$ cat src/rtl/sender_pattern_gen_if.sv
// Bus between the test-pattern source and its consumer.
// Handshake: "ready" is the valid flag for word_out. With HOLD_MODE=0 it is
// a one-cycle strobe and ack is unused. With HOLD_MODE=1, ready and word_out
// stay stable until ack=1 is sampled while ready=1, and ready drops on that
// edge. A request (falling edge of ready_in) seen while ready=1 is dropped
// and flagged on overrun.
interface sender_pattern_gen_if #(
  parameter int W = 16
);
  logic         en;
  logic         ready_in;
  logic [1:0]   mode;
  logic         clear;
  logic         ack;
  logic [W-1:0] word_out;
  logic         ready;
  logic         overrun;
  logic [15:0]  word_cnt;

  modport master (
    input  en, ready_in, mode, clear, ack,
    output word_out, ready, overrun, word_cnt
  );

  modport slave (
    output en, ready_in, mode, clear, ack,
    input  word_out, ready, overrun, word_cnt
  );
endinterface

$ cat src/rtl/sender_pattern_gen.sv
// Parametrised test-pattern source for the logic analyser sender path.
// Each falling edge of the asynchronous ready_in emits one BYTES-wide word
// built from a run-time selectable pattern (counter, walking one, LFSR,
// alternating 0xAA/0x55). Byte 0 is placed in the most significant byte.
module sender_pattern_gen #(
  parameter int         BYTES     = 2,
  parameter int         HOLD_MODE = 0,
  parameter logic [7:0] LFSR_SEED = 8'h01
) (
  input logic                  rdclk,
  input logic                  reset,
  sender_pattern_gen_if.master bus
);

  localparam int W   = 8 * BYTES;
  localparam int WPW = $clog2(W);
  // An all-zero LFSR would lock up, so a zero seed falls back to 1.
  localparam logic [7:0] SEED = (LFSR_SEED == 8'h00) ? 8'h01 : LFSR_SEED;

  // One step of the 8-bit maximal-length LFSR (period 255).
  function automatic logic [7:0] lfsr_step(input logic [7:0] s);
    return {s[6:0], s[7] ^ s[5] ^ s[4] ^ s[3]};
  endfunction

  logic [1:0]     sreg,      sreg_n;
  logic [7:0]     seq,       seq_n;
  logic [WPW-1:0] walk_pos,  walk_n;
  logic [7:0]     lfsr,      lfsr_n;
  logic [W-1:0]   word_q,    word_n;
  logic           ready_q,   ready_n;
  logic           overrun_q, overrun_n;
  logic [15:0]    cnt_q,     cnt_n;

  logic           trig;
  logic [W-1:0]   pattern;
  logic [7:0]     pat_byte;
  logic [7:0]     lfsr_adv;
  logic [WPW-1:0] walk_wrap;

  // Falling edge of the synchronised request.
  assign trig = sreg[1] & ~sreg[0];

  assign walk_wrap = (walk_pos == WPW'(W - 1)) ? '0 : walk_pos + 1'b1;

  // Candidate output word from the current pattern state, plus the LFSR
  // value after BYTES steps (one step per byte of the word).
  always_comb begin : pattern_calc
    pattern  = '0;
    pat_byte = 8'h00;
    lfsr_adv = lfsr;
    for (int k = 0; k < BYTES; k++) begin
      unique case (bus.mode)
        2'd0:    pat_byte = seq * 8'(BYTES) + 8'(k);
        2'd2:    pat_byte = lfsr_adv;
        2'd3:    pat_byte = seq[0] ? 8'h55 : 8'hAA;
        default: pat_byte = 8'h00;
      endcase
      pattern[W-1-8*k -: 8] = pat_byte;
      lfsr_adv = lfsr_step(lfsr_adv);
    end
    if (bus.mode == 2'd1) begin
      pattern = {1'b1, {(W-1){1'b0}}} >> walk_pos;
    end
  end

  // Next-state: synchroniser shift, clear, release, acceptance and overrun.
  always_comb begin : next_state
    sreg_n    = sreg;
    seq_n     = seq;
    walk_n    = walk_pos;
    lfsr_n    = lfsr;
    word_n    = word_q;
    ready_n   = ready_q;
    overrun_n = overrun_q;
    cnt_n     = cnt_q;
    if (bus.en) begin
      sreg_n = {sreg[0], bus.ready_in};
      if (bus.clear) begin
        // Restart the pattern; any request seen on this edge is discarded.
        seq_n     = 8'h00;
        walk_n    = '0;
        lfsr_n    = SEED;
        cnt_n     = 16'h0000;
        overrun_n = 1'b0;
        ready_n   = 1'b0;
      end else begin
        if (ready_q) begin
          if (HOLD_MODE == 0) begin
            ready_n = 1'b0;
          end else if (bus.ack) begin
            ready_n = 1'b0;
          end
        end
        if (trig) begin
          // Acceptance looks at ready before this edge's release.
          if (ready_q) begin
            overrun_n = 1'b1;
          end else begin
            word_n  = pattern;
            ready_n = 1'b1;
            cnt_n   = cnt_q + 16'd1;
            seq_n   = seq + 8'd1;
            walk_n  = walk_wrap;
            lfsr_n  = lfsr_adv;
          end
        end
      end
    end
  end

  // State registers with synchronous reset.
  always_ff @(posedge rdclk) begin
    if (reset) begin
      sreg      <= 2'b00;
      seq       <= 8'h00;
      walk_pos  <= '0;
      lfsr      <= SEED;
      word_q    <= '0;
      ready_q   <= 1'b0;
      overrun_q <= 1'b0;
      cnt_q     <= 16'h0000;
    end else begin
      sreg      <= sreg_n;
      seq       <= seq_n;
      walk_pos  <= walk_n;
      lfsr      <= lfsr_n;
      word_q    <= word_n;
      ready_q   <= ready_n;
      overrun_q <= overrun_n;
      cnt_q     <= cnt_n;
    end
  end

  assign bus.word_out = word_q;
  assign bus.ready    = ready_q;
  assign bus.overrun  = overrun_q;
  assign bus.word_cnt = cnt_q;

endmodule

$ cat src/flat_wrapper.sv
// flat-port wrapper written by rule: the top's interface ports become plain ports
module sender_pattern_gen_flat 
#(
  parameter int         BYTES     = 2,
  parameter int         HOLD_MODE = 0,
  parameter logic [7:0] LFSR_SEED = 8'h01
)
  (rdclk, reset, bus_en, bus_ready_in, bus_mode, bus_clear, bus_ack, bus_word_out, bus_ready, bus_overrun, bus_word_cnt);
  sender_pattern_gen_if #(.W(16)) bus_i ();
  input logic rdclk;
  input logic reset;
  input wire logic [$bits(bus_i.en)-1:0] bus_en;
  input wire logic [$bits(bus_i.ready_in)-1:0] bus_ready_in;
  input wire logic [$bits(bus_i.mode)-1:0] bus_mode;
  input wire logic [$bits(bus_i.clear)-1:0] bus_clear;
  input wire logic [$bits(bus_i.ack)-1:0] bus_ack;
  output wire logic [$bits(bus_i.word_out)-1:0] bus_word_out;
  output wire logic [$bits(bus_i.ready)-1:0] bus_ready;
  output wire logic [$bits(bus_i.overrun)-1:0] bus_overrun;
  output wire logic [$bits(bus_i.word_cnt)-1:0] bus_word_cnt;
  assign bus_i.en = bus_en;
  assign bus_i.ready_in = bus_ready_in;
  assign bus_i.mode = bus_mode;
  assign bus_i.clear = bus_clear;
  assign bus_i.ack = bus_ack;
  assign bus_word_out = bus_i.word_out;
  assign bus_ready = bus_i.ready;
  assign bus_overrun = bus_i.overrun;
  assign bus_word_cnt = bus_i.word_cnt;
  sender_pattern_gen #(.BYTES(BYTES), .HOLD_MODE(HOLD_MODE), .LFSR_SEED(LFSR_SEED)) u_core (.rdclk(rdclk), .reset(reset), .bus(bus_i));
endmodule
$ cat config.mk
export PLATFORM = sky130hd
export DESIGN_NAME = sender_pattern_gen_flat
export DESIGN_NICKNAME = d
export VERILOG_FILES = /design/src/rtl/sender_pattern_gen_if.sv /design/src/rtl/sender_pattern_gen.sv /design/src/flat_wrapper.sv
export SDC_FILE = /design/constraint.sdc
export NUM_CORES = 1
export LEC_CHECK = 0
export ABC_AREA = 1
export CELL_PAD_IN_SITES_DETAIL_PLACEMENT = 1
export CELL_PAD_IN_SITES_GLOBAL_PLACEMENT = 1
export CORE_ASPECT_RATIO = 1.1
export CORE_UTILIZATION = 38
export CTS_CLUSTER_DIAMETER = 120
export DETAILED_ROUTE_END_ITERATION = 6
export PLACE_DENSITY_LB_ADDON = 0.1
export SKIP_CTS_REPAIR_TIMING = 1
export SLEW_MARGIN = 20
export SYNTH_ARGS = -nofsm -noshare
export SYNTH_HDL_FRONTEND = slang
export SYNTH_SLANG_ARGS = --single-unit
$ cat constraint.sdc
create_clock -name rdclk -period 1.6 [get_ports rdclk]
set_input_delay 0.4 -clock rdclk [delete_from_list [all_inputs] [get_ports rdclk]]
set_output_delay 0.4 -clock rdclk [all_outputs]
set_load 0.01 [all_outputs]
Word-level counts from Yosys, hierarchy flattened
Index checks and enable logic that the tools add are counted.
Operators by class
  add/sub/neg operators: 4
  bitwise logic cells: 10
  multiplexer cells: 23
  eq/ne operators: 5
  reductions and logical operators: 6
  shifts and indexed selects: 1
Operators by type and width (count)
  $mux 16: 4
  $mux 8: 7
  $pmux 8 s3: 2
  $add 16x1->16 const B: 1
  $add 8x1->8 const B: 2
  $mux 4: 4
  $shr 16x4->16 const A: 1
  $mux 1: 6
  $reduce_and 3->1: 2
  $xor 1x1->1: 6
  $add 4x1->4 const B: 1
  $eq 2x2->1 const B: 2
  $eq 4x4->1 const B: 1
  $reduce_and 4->1: 1
  $reduce_bool 2->1: 2
  $not 1->1: 3
  $eq 2x1->1 const B: 1
  $logic_not 2->1: 1
  $ne 2x2->1 const B: 1
  $and 1x1->1: 1
Storage, ports and cells
  output and inout bits: 34
  register bits after elaboration: 56

Depth between registers and ports, before layout
  word-level depth: 6
  depth in mapped cells: 10
  mapped depth without buffers: 10

Worst setup path before layout
Ideal clock, no wire load.
  path type: flip-flop to flip-flop
  from: register u_core.cnt_q[0], in the netlist u_core.bus.word_cnt[0]
  to: register u_core.cnt_q[8], in the netlist u_core.bus.word_cnt[8]
  arrival time: 1.293 ns
  period minus slack after synthesis: 1.402 ns
  slack: 0.198 ns
  required time: 1.491 ns
  cell stages (with the launch flop): 11
  cells stage by stage: dfxtp_1 -> ha_1 -> nand2_1 -> inv_1 -> nand2_1 -> nor2_4 -> nand2_1 -> o21ai_0 -> o21ai_0 -> nand2_1 -> inv_1
Between the ends
  longest elaborated chain between the ends: 4
RTL lines
  start, declared: RTL line sender_pattern_gen.sv:32  | logic [15:0] cnt_q, cnt_n;
  start signal, assigned: RTL line sender_pattern_gen.sv:130  | cnt_q <= cnt_n;
  $add 16x1->16: RTL line sender_pattern_gen.sv:101  | cnt_n = cnt_q + 16'd1;
  $mux 16: RTL line sender_pattern_gen.sv:96  | if (ready_q) begin
  $mux 16: RTL line sender_pattern_gen.sv:94  | if (trig) begin
  $mux 16: RTL line sender_pattern_gen.sv:78  | if (bus.clear) begin
No other way between the ends. The select of a mux whose other input is x is not followed.
A chain may end at the register's enable or synchronous reset.

Final worst setup path
  from: input bus_mode[1]
  to: register u_core.word_q[9], in the netlist u_core.bus.word_out[9]
Between the ends
  longest elaborated chain between the ends: 3
  elaborated cells on any way between the ends: 6
  those cells by class: 3 x eq/ne; 2 x mux; 1 x reduce/logical
RTL lines
  start, declared: RTL line flat_wrapper.sv:14  | input wire logic [$bits(bus_i.mode)-1:0] bus_mode;
  $eq 2x2->1 / $logic_not 2->1 (equally long branches): RTL line sender_pattern_gen.sv:52  | unique case (bus.mode)
  $pmux 8 s3: RTL line sender_pattern_gen.sv:52
  $mux 16 *: RTL line sender_pattern_gen.sv:61  | if (bus.mode == 2'd1) begin
  end signal, assigned: RTL line sender_pattern_gen.sv:127  | word_q <= word_n;
  end, declared: RTL line sender_pattern_gen.sv:29  | logic [W-1:0] word_q, word_n;
Every way passes the cells marked *; elsewhere a longest branch is shown, timed or not.

==> flow_summary.ini <==
[setup_path]
crit_slowest_cell = clkdlybuf4s50_1
reg2reg_from = u_core.bus.word_cnt[0]$_SDFFE_PP0P_
critPathMaxFanout = 6
path_class = in -> reg
required_ns = 1.80
path_cells = clkdlybuf4s50_1, inv_1, buf_4, nor3_4, buf_4, nor3_1, a21oi_1
cp-start-kind = input port
setup.worst_path.start = bus_mode[1]
crit_path_frequent_cell = buf_4
critPathCaptureType = flip-flop
cpPeakStageDelay_ns = 0.50
arrival_ns = 1.71

[final_layout]
layout_commonest_cell = nand2_1
fin_nets = 494
drive_gt1_frac = 0.136
utilization = 0.527
areaGrowthSynthToFinish_pct = 32.2
final_cell_mix = nand2_1, a21oi_1, inv_1, dfxtp_1, nor2_1
n_antenna_cell = 0

[logic_synthesis]
synth_top_area_frac = 0.387
synth_xor_xnor_area_share = 0.0185
synthSimpleGateAreaFrac = 0.255
ys_types = 28
synth_fa_ha_area_frac = 0.0352
ys_ff_latch = 55
netlist_area_sq_um = 2840
ys_top_cells_by_area = dfxtp_1, nand2_1, a21oi_1, o21ai_0, inv_1
synthCells = 415
synth_seq_area_share = 0.387
synth_top_family_by_area = simple AND/OR/NAND/NOR gates
syn_avg_cell_area_sq_um = 6.85
synth_nets = 431
synth_area_leader_cell = dfxtp_1
synth_mux_area_frac = 0
yosys_warnings = 0
synth-compound-area-share = 0.199

[clock_tree]
clkTransAtPathRegs_ns = 0.10
cts-buffers-inserted = 5
cts-root-buf = clkbuf_8
cts_tree = yes
worstSkewPairLatency_ns = 0.31
clock_path_buffers = 2
cts.sinks = 55
cts_max_level = 2

[global_routing]
overflow = 0
antenna_found_initial = 0
grt_pass1_vias = 2972
grt_max_degree = 37
grt_util_all_layers = 0.221
grt_pass1_wl_um = 13800

[detailed_routing]
drc = 6
ant_nets = 0
totalWireLength_um = 8230
vias_per_cell = 5.11
firstDrtPassIters = 6
wl_per_cell_um = 14.6
vias = 2876
initialDrtViolationCount = 91

[sta]
hold_violations = 0
maxSlewHeadroom = 0.781
setup_viol = 0
finalClockSkew_ns = 0.00645
fin_crit_ns = 1.51
fmax_mhz = 662
setup-tns-final_ns = 0
tightest_slew_ns = 0.328
fin_crit_sh = 0.944
timing.hold.ws_ns = 0.441
rsz0062_at_grt = no
slew_viol_final = 0

[worst_hold_path]
hold_class = in -> reg
min_from = bus_en

[power]
p_leak_nw = 2.04
vdd_drop_max_uv = 383
power.density_nw_per_um2 = 655

[status]
failed_checks = DRC
status = finished with violations

[die]
die_area_sq_um = 7830
initial_core_util = 0.399
core-area_sq_um = 7130
placementRows = 32
num_io_pins = 42
die_h_um = 92.7
fp.dieW_um = 84.5

[placement]
place_hpwl_um = 5980
place.port_buffers = 40
globalplace.congestion = 0.824

[run]
cap_violations = 0
==> flip-flops by register name, summed over array words and instances, names as in the netlist <==
name,cells
u_core.lfsr,8
u_core.bus.overrun,1
u_core.bus.word_out,16
u_core.bus.ready,1
u_core.seq,7
u_core.sreg,2
u_core.walk_pos,4
u_core.bus.word_cnt,16
==> where the power goes <==
part	switching, mW	internal (mW)	total (mW)	leakage, nW
sequential	0.0154	1.39	1.40	0.451
combinational	0.146	0.115	0.261	1.55
clock	0.457	0.342	0.799	0.0470
total	0.618	1.84	2.46	2.04
==> synthesized netlist by cell type (all sizes together) <==
library cell	count
nand2	91
a21oi	67
dfxtp	55
inv	51
nor2	43
o21ai	36
nor3	17
nand3	13
buf	9
ha	8
clkbuf	7
nand4	3
xnor2	3
xor2	3
a211oi	2
and2	2
o21bai	2
o22ai	2
o211ai	1
==> through the flow <==
step	cells	power [mW]	setup WS [ns]	area [sq um]
5_1_grt	563	2.57	0.0171	3760
2_1_floorplan	415	1.56	0.198	2840
6_report	563	2.46	0.0889	3760
3_3_place_gp	556	1.69	-0.224	3530
3_5_place_dp	556	1.69	-0.254	3530
4_1_cts	563	2.49	-0.112	3620
==> per-layer routing <==
| layer | wire length, um | global-route usage |
|---|---|---|
| met1 | 3650 | 0.251 |
| met4 | 160 | 0.0791 |
| met3 | 171 | 0.0250 |
| met2 | 4250 | 0.425 |
| met5 | 0 | 0 |
==> final cells by class <==
cell class,instances,area [sq um]
clock buffer,6,82.6
fill,909,3370
inverter,51,194
sequential,55,1120
multi-input combinational,293,1460
clock inverter,1,5.00
timing repair buffer,72,791
tap,85,106
==> worst max-delay path: cells and delay by family <==
family                 cells  cell delay, ns
buffers and inverters      4            0.95
and+or+nand+nor            2            0.26
AOI/OAI and AO/OA          1            0.10
==> path summary, 6_finish.rpt <==
path | endpoint | slack (ns) | depth (start not counted)
max | u_core.bus.word_out[9]$_SDFFE_PP0P_ | 0.09 | 7
min | u_core.sreg[0]$_SDFFE_PP0P_ | 0.44 | 3
max reg2reg | u_core.bus.word_cnt[14]$_SDFFE_PP0P_ | 0.16 | 8
min reg2reg | u_core.bus.overrun$_SDFFE_PP0P_ | 0.45 | 2
==> logic make-up after synthesis <==
logic type / after synthesis
adders and majority gates: 8
AOI/OAI and AO/OA: 110
and+or+nand+nor: 169
xor gates and xnor gates: 6
buffers and inverters: 67
DFF: 55
(Power assumes the default switching activity.)
